$ cat src/rtl/doc_mixer_if.sv
// Sample-stream and stereo-output bundle for doc_mixer.
// The DOC side drives samples and takes frames; the slave modport is the mixer.
interface doc_mixer_if;
  logic        sample_valid;
  logic [15:0] sample_in;
  logic [3:0]  ca_in;
  logic        frame_end;
  logic [15:0] left_out;
  logic [15:0] right_out;
  logic        out_valid;
  logic        out_ready;
  logic        clip;
  logic        overrun;
  logic        clear_flags;

  modport master (
    output sample_valid, sample_in, ca_in, frame_end, out_ready, clear_flags,
    input  left_out, right_out, out_valid, clip, overrun
  );

  modport slave (
    input  sample_valid, sample_in, ca_in, frame_end, out_ready, clear_flags,
    output left_out, right_out, out_valid, clip, overrun
  );
endinterface

$ cat src/rtl/doc_mixer.sv
// Sums one DOC scan of oscillator samples into L/R, scales, saturates; frame out 1 clk after frame_end.
// Unconsumed frames are overwritten by the next one (flagged as overrun); no stall toward the DOC.
module doc_mixer #(
  parameter int ACC_W  = 21,
  parameter int SHIFT  = 2,
  parameter int STEREO = 1
) (
  input  logic       clk,
  input  logic       reset_n,
  doc_mixer_if.slave bus
);

  typedef enum logic {SYNC, ACC} state_t;

  localparam logic signed [ACC_W-1:0] MAXV = ACC_W'(32767);
  localparam logic signed [ACC_W-1:0] MINV = ACC_W'(-32768);

  state_t                  state;
  logic signed [ACC_W-1:0] acc_l, acc_r;
  logic signed [ACC_W-1:0] smp, sum_l, sum_r;
  logic                    to_l, to_r, load;
  logic [16:0]             res_l, res_r;
  logic [15:0]             left_q, right_q;
  logic                    valid_q, clip_q, overrun_q;
  logic [2:0]              ca_unused;

  // {clipped, value} after scaling the closing sum
  function automatic logic [16:0] scale_sat(input logic signed [ACC_W-1:0] v);
    logic signed [ACC_W-1:0] s;
    s = v >>> SHIFT;
    if (s > MAXV)
      return {1'b1, 16'h7FFF};
    else if (s < MINV)
      return {1'b1, 16'h8000};
    else
      return {1'b0, s[15:0]};
  endfunction

  assign ca_unused = bus.ca_in[3:1];
  assign smp   = {{(ACC_W-16){bus.sample_in[15]}}, bus.sample_in};
  assign to_l  = bus.sample_valid && ((STEREO == 0) || !bus.ca_in[0]);
  assign to_r  = bus.sample_valid && ((STEREO == 0) ||  bus.ca_in[0]);

  // A sample arriving with frame_end belongs to the closing frame.
  assign sum_l = acc_l + (to_l ? smp : '0);
  assign sum_r = acc_r + (to_r ? smp : '0);
  assign res_l = scale_sat(sum_l);
  assign res_r = scale_sat(sum_r);
  assign load  = (state == ACC) && bus.frame_end;

  always_ff @(posedge clk or negedge reset_n) begin
    if (!reset_n) begin
      state     <= SYNC;
      acc_l     <= '0;
      acc_r     <= '0;
      left_q    <= '0;
      right_q   <= '0;
      valid_q   <= 1'b0;
      clip_q    <= 1'b0;
      overrun_q <= 1'b0;
    end else begin
      case (state)
        SYNC: begin
          if (bus.frame_end) begin
            acc_l <= '0;
            acc_r <= '0;
            state <= ACC;
          end
        end
        ACC: begin
          if (bus.frame_end) begin
            acc_l   <= '0;
            acc_r   <= '0;
            left_q  <= res_l[15:0];
            right_q <= res_r[15:0];
          end else begin
            acc_l <= sum_l;
            acc_r <= sum_r;
          end
        end
        default: state <= SYNC;
      endcase
      valid_q   <= load | (valid_q & ~bus.out_ready);
      overrun_q <= (load & valid_q & ~bus.out_ready) | (overrun_q & ~bus.clear_flags);
      clip_q    <= (load & (res_l[16] | res_r[16])) | (clip_q & ~bus.clear_flags);
    end
  end

  assign bus.left_out  = left_q;
  assign bus.right_out = right_q;
  assign bus.out_valid = valid_q;
  assign bus.clip      = clip_q;
  assign bus.overrun   = overrun_q;

endmodule

$ cat src/flat_wrapper.sv
// flat-port wrapper written by rule: the top's interface ports become plain ports
module doc_mixer_flat 
#(
  parameter int ACC_W  = 21,
  parameter int SHIFT  = 2,
  parameter int STEREO = 1
)
  (clk, reset_n, bus_sample_valid, bus_sample_in, bus_ca_in, bus_frame_end, bus_out_ready, bus_clear_flags, bus_left_out, bus_right_out, bus_out_valid, bus_clip, bus_overrun);
  doc_mixer_if bus_i ();
  input  logic clk;
  input  logic reset_n;
  input wire logic [$bits(bus_i.sample_valid)-1:0] bus_sample_valid;
  input wire logic [$bits(bus_i.sample_in)-1:0] bus_sample_in;
  input wire logic [$bits(bus_i.ca_in)-1:0] bus_ca_in;
  input wire logic [$bits(bus_i.frame_end)-1:0] bus_frame_end;
  input wire logic [$bits(bus_i.out_ready)-1:0] bus_out_ready;
  input wire logic [$bits(bus_i.clear_flags)-1:0] bus_clear_flags;
  output wire logic [$bits(bus_i.left_out)-1:0] bus_left_out;
  output wire logic [$bits(bus_i.right_out)-1:0] bus_right_out;
  output wire logic [$bits(bus_i.out_valid)-1:0] bus_out_valid;
  output wire logic [$bits(bus_i.clip)-1:0] bus_clip;
  output wire logic [$bits(bus_i.overrun)-1:0] bus_overrun;
  assign bus_i.sample_valid = bus_sample_valid;
  assign bus_i.sample_in = bus_sample_in;
  assign bus_i.ca_in = bus_ca_in;
  assign bus_i.frame_end = bus_frame_end;
  assign bus_i.out_ready = bus_out_ready;
  assign bus_i.clear_flags = bus_clear_flags;
  assign bus_left_out = bus_i.left_out;
  assign bus_right_out = bus_i.right_out;
  assign bus_out_valid = bus_i.out_valid;
  assign bus_clip = bus_i.clip;
  assign bus_overrun = bus_i.overrun;
  doc_mixer #(.ACC_W(ACC_W), .SHIFT(SHIFT), .STEREO(STEREO)) u_core (.clk(clk), .reset_n(reset_n), .bus(bus_i));
endmodule
$ cat config.mk
export PLATFORM = sky130hd
export DESIGN_NAME = doc_mixer_flat
export DESIGN_NICKNAME = d
export VERILOG_FILES = /design/src/rtl/doc_mixer_if.sv /design/src/rtl/doc_mixer.sv /design/src/flat_wrapper.sv
export SDC_FILE = /design/constraint.sdc
export NUM_CORES = 1
export LEC_CHECK = 0
export ABC_AREA = 0
export BUFFER_PORTS_ARGS = -buffer_cell sky130_fd_sc_hd__buf_4
export CAP_MARGIN = 25
export CORE_ASPECT_RATIO = 1.75
export CORE_MARGIN = 2
export CORE_UTILIZATION = 35
export CTS_CLUSTER_DIAMETER = 120
export DETAILED_ROUTE_END_ITERATION = 10
export PLACE_DENSITY = 0.57
export SLEW_MARGIN = 10
export SYNTH_ARGS = -nofsm -noshare
export SYNTH_HDL_FRONTEND = slang
export SYNTH_SLANG_ARGS = --single-unit
$ cat constraint.sdc
create_clock -name clk -period 2.55 [get_ports clk]
set_input_delay 0.255 -clock clk [delete_from_list [all_inputs] [get_ports clk]]
set_output_delay 0.255 -clock clk [all_outputs]
set_load 0.03 [all_outputs]
==> results.sh, run 1 <==
export IMPL_io_pins=61
export IMPL_syn_to_final_growth_pct=49.16
export IMPL_placed_area_mm2=0.007246
export IMPL_fp_dieArea_mm2=0.01680
export IMPL_grt_pass1_wl_um=28750
export IMPL_fin_nets=877
export IMPL_async_reset_ff_share_pct=100.0
export IMPL_crit_chain="ha_4 -> inv_2 -> fa_2 -> nor2b_4 -> o2111ai_4 -> nand4_1 -> buf_4 -> a311o_1 -> a21oi_2 -> xnor2_2 -> o31ai_2 -> buf_4 -> o2111ai_2 -> a22o_1"
export IMPL_insertion_delay_ps=340
export IMPL_setup_violations=38
export IMPL_fmax_mhz=337.6
export IMPL_netlist_instances=620
export IMPL_finalHoldViolCount=0
export IMPL_fin_util_pct=53.41
export IMPL_status="finished, violations left"
export IMPL_core_area_mm2=0.01539
export IMPL_fillers=1360
export IMPL_intPower_w=0.003265
export IMPL_path_clk_slew_ps=60
export IMPL_portBuffers=57
export IMPL_r2r_slack_ps=-410
export IMPL_synth_seq_cells=78
export IMPL_p_sw_w=0.001594
export IMPL_maxCapViolations=0
export IMPL_grt_max_degree=51
export IMPL_p_per_area_mw_per_mm2=591.2
export IMPL_crit_fanout=3
export IMPL_first_pass_iters=6
export IMPL_pwr_share_clk_pct=33.4
export IMPL_drc_errors=0
export IMPL_leakage_nw=4.250
export IMPL_cts_made_buffers=9
export IMPL_comb_power_share_pct=35.1
export IMPL_crit_arrival_ps=3190
export IMPL_fin_ws_ps=-412.3
export IMPL_antenna_cells=0
export IMPL_initial_core_util_pct=35.80
export IMPL_syn_cell_area_mm2=0.005510
export IMPL_synth_distinct_cells=57
export IMPL_antenna_found_initial=0
export IMPL_cts_sinks=78
export IMPL_cts_tree="built"
export IMPL_cp_common_cell="buf_4"
export IMPL_die_width_um=98.85
export IMPL_cp_slowest_cell="dfrtp_1"
export IMPL_peakVddDrop_uv=366.5
export IMPL_slew_violations=0
export IMPL_crit_type="flip-flop to flip-flop"
export IMPL_synth_edf_count=0
export IMPL_cts_root_buf="clkbuf_16"
export IMPL_ys_flop_type="dfrtp_1"
export IMPL_syn_num_nets=688
export IMPL_tightest_slew_ps=560.3
export IMPL_min_path_type="input port to flip-flop"
export IMPL_grt_overflow=0
export IMPL_relSlewSlack_pct=62.64
export IMPL_period_share_pct=116.2
export IMPL_violations="negative setup slack"
export IMPL_rsz0062_at_grt="true"
export IMPL_htree_levels=3
export IMPL_cts_buffer_depth=2
export IMPL_yosysSeqAreaShare_pct=35.42
export IMPL_row_count=60
export IMPL_total_power_w=0.004859
export IMPL_hold_ws_ps=177.4
export IMPL_routedWlPerCell_um=17.53
export IMPL_final_common_cell="buf_4"
export IMPL_yosysWarningCount=0
export IMPL_slowest_delay_ps=410
export IMPL_drive_above_1_share_pct=41.89
export IMPL_grt_pass1_vias=5832
export IMPL_swShare_pct=32.80
export IMPL_finalClockSkew_ps=5.211
export IMPL_die_h_um=170.0
export IMPL_mostFrequentLayoutCells="188 x buf_4, 97 x nor2_1, 77 x dfrtp_1"
export IMPL_period_needed_ps=2962
export IMPL_dp_hpwl_um=13210
export IMPL_drtAntennaViolNets=0
export IMPL_num_vias=5357
export IMPL_preCtsSetupSlack_ps=-875.7
export IMPL_worstPathRequired_ps=2780
export IMPL_grt_usage_pct=21.56
export IMPL_via_per_inst=5.357
export IMPL_wirelength_um=17530
export IMPL_final_cell_area_mm2=0.008219
export IMPL_drtIter0Drc=181
export IMPL_gp_congestion=0.9304
export IMPL_seqPwrFrac_pct=31.5
export IMPL_cp_start_kind="flip-flop"
export IMPL_syn_area_per_cell_um2=8.888
export IMPL_cp_end_kind="flip-flop"
[routing by layer]
metal | track usage (%) | vias up | wire length [um]
met5 | 0 | - | 0
met4 | 13.40 | 0 | 1119
met3 | 2.834 | 56 | 437
met2 | 40.10 | 113 | 9574
met1 | 22.38 | 2608 | 6395
li1 | - | 2580 | -
[worst paths after layout]
kind / startpoint / end / cells after the start
min: bus_clear_flags / u_core.bus.overrun / 3
min reg2reg: u_core.bus.overrun / u_core.bus.overrun / 1
max: u_core.acc_r[0] / u_core.bus.clip / 14
min in group asynchronous: reset_n / u_core.bus.right_out[6] / 2
max in group asynchronous: reset_n / u_core.bus.left_out[6] / 3
max reg2reg: u_core.acc_r[0] / u_core.bus.clip / 14
[state kept, by name (all words and copies together) (netlist names)]
register              count
u_core.bus.out_valid      1
u_core.state              1
u_core.acc_l             21
u_core.bus.right_out     16
u_core.bus.overrun        1
u_core.bus.clip           1
u_core.acc_r             21
u_core.bus.left_out      16
[kinds of logic (layout without fill, tap and decap cells)]
kind of cell / count (synthesis) / count (layout) / share of synthesized area [%]
adder cells (fa/ha/maj): 42 / 42 / 9.809
AO/OA/AOI/OAI: 172 / 172 / 21.50
AND/OR/NAND/NOR: 212 / 212 / 17.42
buffers and inverters: 47 / 241 / 4.042
multiplexers: 37 / 37 / 6.721
XOR/XNOR: 32 / 32 / 5.086
flip-flops: 78 / 78 / 35.42
[repair_timing]
| action | in CTS | in global routing |
|---|---|---|
| hold buffers | 1 | 0 |
| pin swaps | 10 | 42 |
| setup buffers | 12 | 9 |
| setup endpoints to repair | 36 | 49 |
| gates resized for setup | 54 | 57 |
| endpoints found under the hold margin | 34 | 0 |
| gates cloned | 2 | 0 |
[power groups by stage]
stage	sequential (W)	clock (W)	combinational [W]
global placement	0.00155	0	0.00150
global route	0.00155	0.00170	0.00183
CTS	0.00153	0.00165	0.00169
finish	0.00153	0.00162	0.00171
floorplan	0.00178	0	0.000654
detailed placement	0.00155	0	0.00152
[stage by stage]
stage               TNS [ps]  cells
floorplan              -6830    620
global placement      -27080    968
detailed placement    -29270    968
CTS                   -10750    999
global route          -16000   1000
finish                -10350   1000
[synthesized netlist by cell type (6+ instances only)]
master	instances	area [um2]
nand2_1	42	157.7
o21a_1	7	52.55
mux2i_1	37	370.4
a21oi_2	11	96.34
a211oi_1	11	82.58
inv_1	18	67.56
a21o_1	19	142.6
clkbuf_1	19	71.32
nand3_1	10	50.05
o21ai_1	6	30.03
o21ai_0	25	125.1
xnor2_1	26	227.7
ha_1	40	500.5
o21bai_1	9	67.56
dfrtp_1	78	1952
and3_1	18	112.6
xor2_1	6	52.55
a21oi_1	45	225.2
o211ai_1	6	45.04
and2_1	22	137.6
nor2_1	102	382.9
[cell type report]
type                            instances  area, um2  share of cell area, %
Clock inverter                          5      128.9                  1.568
Clock buffer                           11      242.7                  2.953
Timing Repair Buffer                  207       1680                  20.44
Inverter                               18      67.56                 0.8220
Sequential cell                        78       1953                  23.76
Multi-Input combinational cell        495       3914                  47.62
Tap cell                              186      232.7                  2.831
[worst max-delay path: cells and delay by family, from the launching register on]
family | cells | cell delay [ps]
AOI/OAI and AO/OA | 6 | 1280
xor gates and xnor gates | 1 | 110
adders and majority gates | 2 | 400
buffers and inverters | 3 | 400
DFF | 1 | 410
and+or+nand+nor | 2 | 240
Note: power is estimated with default switching activity, not from simulation.
==> run 2, diff against run 1 <==
--- a/config.mk
+++ b/config.mk
@@ -13,7 +13,8 @@
 export CORE_UTILIZATION = 35
 export CTS_CLUSTER_DIAMETER = 120
 export DETAILED_ROUTE_END_ITERATION = 10
-export PLACE_DENSITY = 0.57
+export PLACE_DENSITY = 0.55
+export RECOVER_POWER = 50
 export SLEW_MARGIN = 10
 export SYNTH_ARGS = -nofsm -noshare
 export SYNTH_HDL_FRONTEND = slang
==> constraint.sdc (replaced) <==
create_clock -name clk -period 2.8 [get_ports clk]
set_input_delay 0.28 -clock clk [delete_from_list [all_inputs] [get_ports clk]]
set_output_delay 0.28 -clock clk [all_outputs]
set_load 0.03 [all_outputs]
==> results.sh, run 2 (synthesized netlist as in run 1, its figures left out) <==
export IMPL_status="finished, violations left"
export IMPL_violations="negative setup slack"
export IMPL_slowest_delay_ps=400
export IMPL_fp_dieArea_mm2=0.01680
export IMPL_cts_made_buffers=9
export IMPL_crit_fanout=3
export IMPL_routedWlPerCell_um=18.33
export IMPL_slew_violations=0
export IMPL_final_common_cell="buf_4"
export IMPL_multi_input_area_mm2=0.003593
export IMPL_first_pass_iters=4
export IMPL_grt_usage_pct=22.08
export IMPL_maxCapViolations=0
export IMPL_placed_area_mm2=0.007122
export IMPL_finalClockSkew_ps=8.471
export IMPL_wirelength_um=18280
export IMPL_drtAntennaViolNets=0
export IMPL_cp_end_kind="flip-flop"
export IMPL_core_area_mm2=0.01539
export IMPL_antenna_cells=0
export IMPL_grt_pass1_wl_um=28640
export IMPL_cp_slowest_cell="a311o_2"
export IMPL_path_clk_slew_ps=70
export IMPL_syn_to_final_growth_pct=39.90
export IMPL_insertion_delay_ps=350
export IMPL_cp_num_buf_inv=2
export IMPL_fmax_mhz=333.1
export IMPL_dp_cells=965
export IMPL_cts_buffer_depth=2
export IMPL_die_h_um=170.0
export IMPL_htree_levels=3
export IMPL_period_needed_ps=3002
export IMPL_cp_start_kind="flip-flop"
export IMPL_fin_nets=874
export IMPL_fillers=1498
export IMPL_total_power_w=0.003989
export IMPL_crit_chain="ha_4 -> inv_2 -> fa_2 -> nor2b_2 -> o2111ai_2 -> a311o_2 -> a311oi_2 -> o21ai_1 -> a21o_1 -> o211ai_1 -> buf_4 -> o2111ai_1 -> a22o_1"
export IMPL_io_pins=61
export IMPL_crit_arrival_ps=3230
export IMPL_row_count=60
export IMPL_cts_root_buf="clkbuf_16"
export IMPL_seq_area_mm2=0.001952
export IMPL_die_width_um=98.85
export IMPL_path_delay_family="compound AO/OA/AOI/OAI gates"
export IMPL_p_per_area_mw_per_mm2=517.4
export IMPL_mostFrequentLayoutCells="177 x buf_4, 102 x nor2_1, 78 x dfrtp_1"
export IMPL_portBuffers=57
export IMPL_fin_ws_ps=-202.0
export IMPL_drtIter0Drc=200
export IMPL_top_regs="u_core.acc_l x21, u_core.acc_r x21"
export IMPL_grt_overflow=0
export IMPL_drive_above_1_share_pct=34.65
export IMPL_grt_pass1_vias=5579
export IMPL_period_share_pct=107.2
export IMPL_setup_violations=32
export IMPL_relSlewSlack_pct=29.30
export IMPL_gp_congestion=0.9000
export IMPL_leakage_nw=4.070
export IMPL_drc_errors=0
export IMPL_fin_util_pct=50.09
export IMPL_antenna_found_initial=0
export IMPL_worstPathRequired_ps=3030
export IMPL_preCtsSetupSlack_ps=-558.7
export IMPL_cts_sinks=78
export IMPL_final_cell_area_mm2=0.007709
export IMPL_cts_tree="built"
export IMPL_fin_cells=997
export IMPL_rsz0062_at_grt="true"
export IMPL_via_per_inst=5.342
export IMPL_num_vias=5326
export IMPL_crit_type="flip-flop to flip-flop"
export IMPL_peakVddDrop_uv=231.2
export IMPL_finalHoldViolCount=0
export IMPL_initial_core_util_pct=35.80
export IMPL_dp_hpwl_um=14170
export IMPL_tightest_slew_ps=1061
export IMPL_grt_max_degree=45
export IMPL_min_path_type="input port to flip-flop"
[run 2: cell count changes in the layout (fill, tap and decap cells not counted), sizes merged]
cell,previous run,this run
buf,206,186
clkbuf,11,28
bufinv,4,0
clkinv,0,3
clkinvlp,0,1
[run 2: final timing paths]
check / from / slack, ps / cells after the start / endpoint
min: bus_out_ready / 210 / 3 / u_core.bus.out_valid
min reg2reg: u_core.bus.right_out[15] / 500 / 2 / u_core.bus.right_out[15]
max in group asynchronous: reset_n / 570 / 3 / u_core.bus.right_out[11]
max reg2reg: u_core.acc_l[0] / -200 / 13 / u_core.bus.clip
max: u_core.acc_l[0] / -200 / 13 / u_core.bus.clip
min in group asynchronous: reset_n / 640 / 2 / u_core.bus.left_out[3]
[run 2: power by group]
part	switching, W	leakage, nW	internal (W)
combinational	0.000831	2.95	0.000614
clock	0.000520	0.136	0.000634
sequential	0.000103	0.980	0.00129
total	0.00145	4.07	0.00253
[run 2: metrics by stage]
| stage | hold WS [ps] | setup TNS (ps) |
|---|---|---|
| after floorplan | -15.59 | -1019 |
| after global placement | 294.7 | -16630 |
| after detailed placement | 311.4 | -17840 |
| after CTS | 212.5 | -3677 |
| after global routing | 218.2 | -8741 |
| final | 211.8 | -3649 |
[run 2: worst min-delay path, stage by stage]
cell and delay [ps]:
buf_4 70, nand2b_1 110, nand2_1 60
[run 2: what timing repair did]
action                     in CTS  in global routing
hold endpoints to repair       39                  0
resized for setup              27                 33
setup buffers                  10                  3
pin swaps                      16                 26
gates cloned                    1                  1
setup endpoints to repair      32                 36
hold buffers                    1                  0
[run 2: final cells by class]
class / instances / share of cell area [%]
Sequential cell: 78 / 25.32
Timing Repair Buffer: 204 / 20.47
Multi-Input combinational cell: 495 / 46.62
Clock inverter: 5 / 0.5519
Tap cell: 186 / 3.019
Clock buffer: 11 / 3.149
Inverter: 18 / 0.8765
[run 2: per-layer routing]
| metal | up-vias | GRT usage [%] | part of all wire (%) |
|---|---|---|---|
| li1 | 2567 | - | - |
| met1 | 2547 | 21.21 | 35 |
| met2 | 144 | 41.13 | 54 |
| met3 | 68 | 3.614 | 3.2 |
| met4 | 0 | 16.56 | 8.3 |
| met5 | - | 0 | 0 |
==> run 3, diff against run 2 <==
--- a/config.mk
+++ b/config.mk
@@ -13,7 +13,7 @@
 export CORE_UTILIZATION = 35
 export CTS_CLUSTER_DIAMETER = 120
 export DETAILED_ROUTE_END_ITERATION = 10
-export PLACE_DENSITY = 0.55
+export PLACE_DENSITY = 0.57
 export RECOVER_POWER = 50
 export SLEW_MARGIN = 10
 export SYNTH_ARGS = -nofsm -noshare
==> constraint.sdc (replaced) <==
create_clock -name clk -period 2.5 [get_ports clk]
set_input_delay 0.25 -clock clk [delete_from_list [all_inputs] [get_ports clk]]
set_output_delay 0.25 -clock clk [all_outputs]
set_load 0.03 [all_outputs]
==> results.sh, run 3 (synthesized netlist as in run 1, its figures left out) <==
export IMPL_drtIter0Drc=207
export IMPL_grt_usage_pct=21.31
export IMPL_fin_ws_ps=-501.6
export IMPL_gp_congestion=0.9176
export IMPL_peakVddDrop_uv=374.6
export IMPL_grt_pass1_vias=5752
export IMPL_maxCapViolations=1
export IMPL_grt_pass1_wl_um=28230
export IMPL_cts_made_buffers=9
export IMPL_cts_root_buf="clkbuf_16"
export IMPL_crit_arrival_ps=3230
export IMPL_status="finished, violations left"
export IMPL_cp_start_kind="input port"
export IMPL_fin_tns_setup_ps=-13300
export IMPL_violations="max-capacitance violations, max-slew violations, negative setup slack"
export IMPL_worstPathRequired_ps=2730
export IMPL_drive_above_1_share_pct=40.29
export IMPL_placed_area_mm2=0.007296
export IMPL_crit_fanout=6
export IMPL_row_count=60
export IMPL_cp_num_buf_inv=2
export IMPL_num_vias=5366
export IMPL_crit_chain="buf_4 -> nor2b_4 -> and2_4 -> ha_4 -> inv_2 -> fa_2 -> nor2b_4 -> o2111ai_2 -> a311o_1 -> a311oi_2 -> or3_1 -> and2_4 -> and3_4 -> o2111ai_2 -> a22o_1"
export IMPL_period_share_pct=120.1
export IMPL_via_per_inst=5.313
export IMPL_antenna_cells=0
export IMPL_grt_overflow=0
export IMPL_period_needed_ps=3002
export IMPL_leakage_nw=4.202
export IMPL_finalClockSkew_ps=8.014
export IMPL_dp_cells=973
export IMPL_antenna_found_initial=0
export IMPL_fp_dieArea_mm2=0.01680
export IMPL_die_width_um=98.85
export IMPL_fin_nets=887
export IMPL_setup_violations=38
export IMPL_cts_tree="built"
export IMPL_relSlewSlack_pct=-8.543
export IMPL_top_regs="u_core.acc_l x21, u_core.acc_r x21"
export IMPL_syn_to_final_growth_pct=49.46
export IMPL_fmax_mhz=333.2
export IMPL_core_area_mm2=0.01539
export IMPL_wirelength_um=17780
export IMPL_min_path_type="input port to flip-flop"
export IMPL_rsz0062_at_grt="true"
export IMPL_tightest_slew_ps=1628
export IMPL_cp_end_kind="flip-flop"
export IMPL_slew_violations=51
export IMPL_drtAntennaViolNets=0
export IMPL_io_pins=61
export IMPL_first_pass_iters=4
export IMPL_path_clk_slew_ps=60
export IMPL_fin_cells=1010
export IMPL_dp_hpwl_um=13440
export IMPL_routedWlPerCell_um=17.61
export IMPL_portBuffers=57
export IMPL_mostFrequentLayoutCells="186 x buf_4, 98 x nor2_1, 77 x dfrtp_1"
export IMPL_initial_core_util_pct=35.80
export IMPL_path_delay_family="compound AO/OA/AOI/OAI gates"
export IMPL_cts_sinks=78
export IMPL_fin_util_pct=53.51
export IMPL_slowest_delay_ps=380
export IMPL_finalHoldViolCount=0
export IMPL_insertion_delay_ps=340
export IMPL_cts_buffer_depth=2
export IMPL_grt_max_degree=51
export IMPL_crit_type="input port to flip-flop"
export IMPL_final_common_cell="buf_4"
export IMPL_p_per_area_mw_per_mm2=582.0
export IMPL_final_cell_area_mm2=0.008235
export IMPL_die_h_um=170.0
export IMPL_cp_slowest_cell="a311o_1"
export IMPL_drc_errors=0
export IMPL_htree_levels=3
-- run 3: changes by cell type in the layout (fill, tap and decap cells not counted), moves of 5 or more --
cell | previous run | this run
ha_4 | 4 | 15
ha_1 | 35 | 25
buf_4 | 177 | 186
buf_6 | 3 | 8
-- run 3: stage by stage --
step | setup slack, ps | total power [W] | hold WS (ps)
after global routing | -575.6 | 0.005015 | 192.7
final | -501.6 | 0.004793 | 176.5
after CTS | -424.4 | 0.004775 | 177.3
after detailed placement | -1046 | 0.003154 | 234.3
after global placement | -1013 | 0.003119 | 226.1
after floorplan | -374.5 | 0.002480 | -45.59
-- run 3: final cells by class --
type	count	area, um2
clock buffers	11	232.7
clock inverters	5	107.6
fillers	1342	7154
inverters	18	67.56
multi-input cells	495	3960
flip-flops and latches	78	1953
well taps	186	232.7
repair buffers	217	1682
-- run 3: where the power goes --
group | internal, W | leakage (nW) | switching [W]
Clock | 0.000981 | 0.164 | 0.000554
Sequential | 0.00144 | 0.979 | 0.000120
Combinational | 0.000741 | 3.06 | 0.000955
-- run 3: repair_timing --
action,in CTS,in global routing
setup buffers,15,10
cloned,1,1
hold endpoints to repair,33,0
hold buffers,1,0
pin swaps,10,33
setup endpoints to repair,40,51
gates resized for setup,29,71
-- run 3: layer usage --
metal	wire length (um)	global-route usage [%]	vias up
met2	9891	40.16	124
met3	455	2.710	53
li1	-	-	2595
met1	6421	21.95	2594
met4	1015	12.75	0
met5	0	0	-
-- run 3: final timing paths --
check,start,endpoint,slack (ps),depth (start not counted)
min in group asynchronous,reset_n,u_core.bus.right_out[6],540,2
min,bus_clear_flags,u_core.bus.overrun,180,3
min reg2reg,u_core.bus.left_out[15],u_core.bus.left_out[15],490,2
max,bus_ca_in[0],u_core.bus.clip,-500,15
max in group asynchronous,reset_n,u_core.bus.left_out[7],720,3
max reg2reg,u_core.acc_l[0],u_core.bus.clip,-480,12
-- run 3: worst min-delay path: cells and delay by family --
kind            cells  cell delay (ps)
compound gates      1              110
buf+inv             2              120
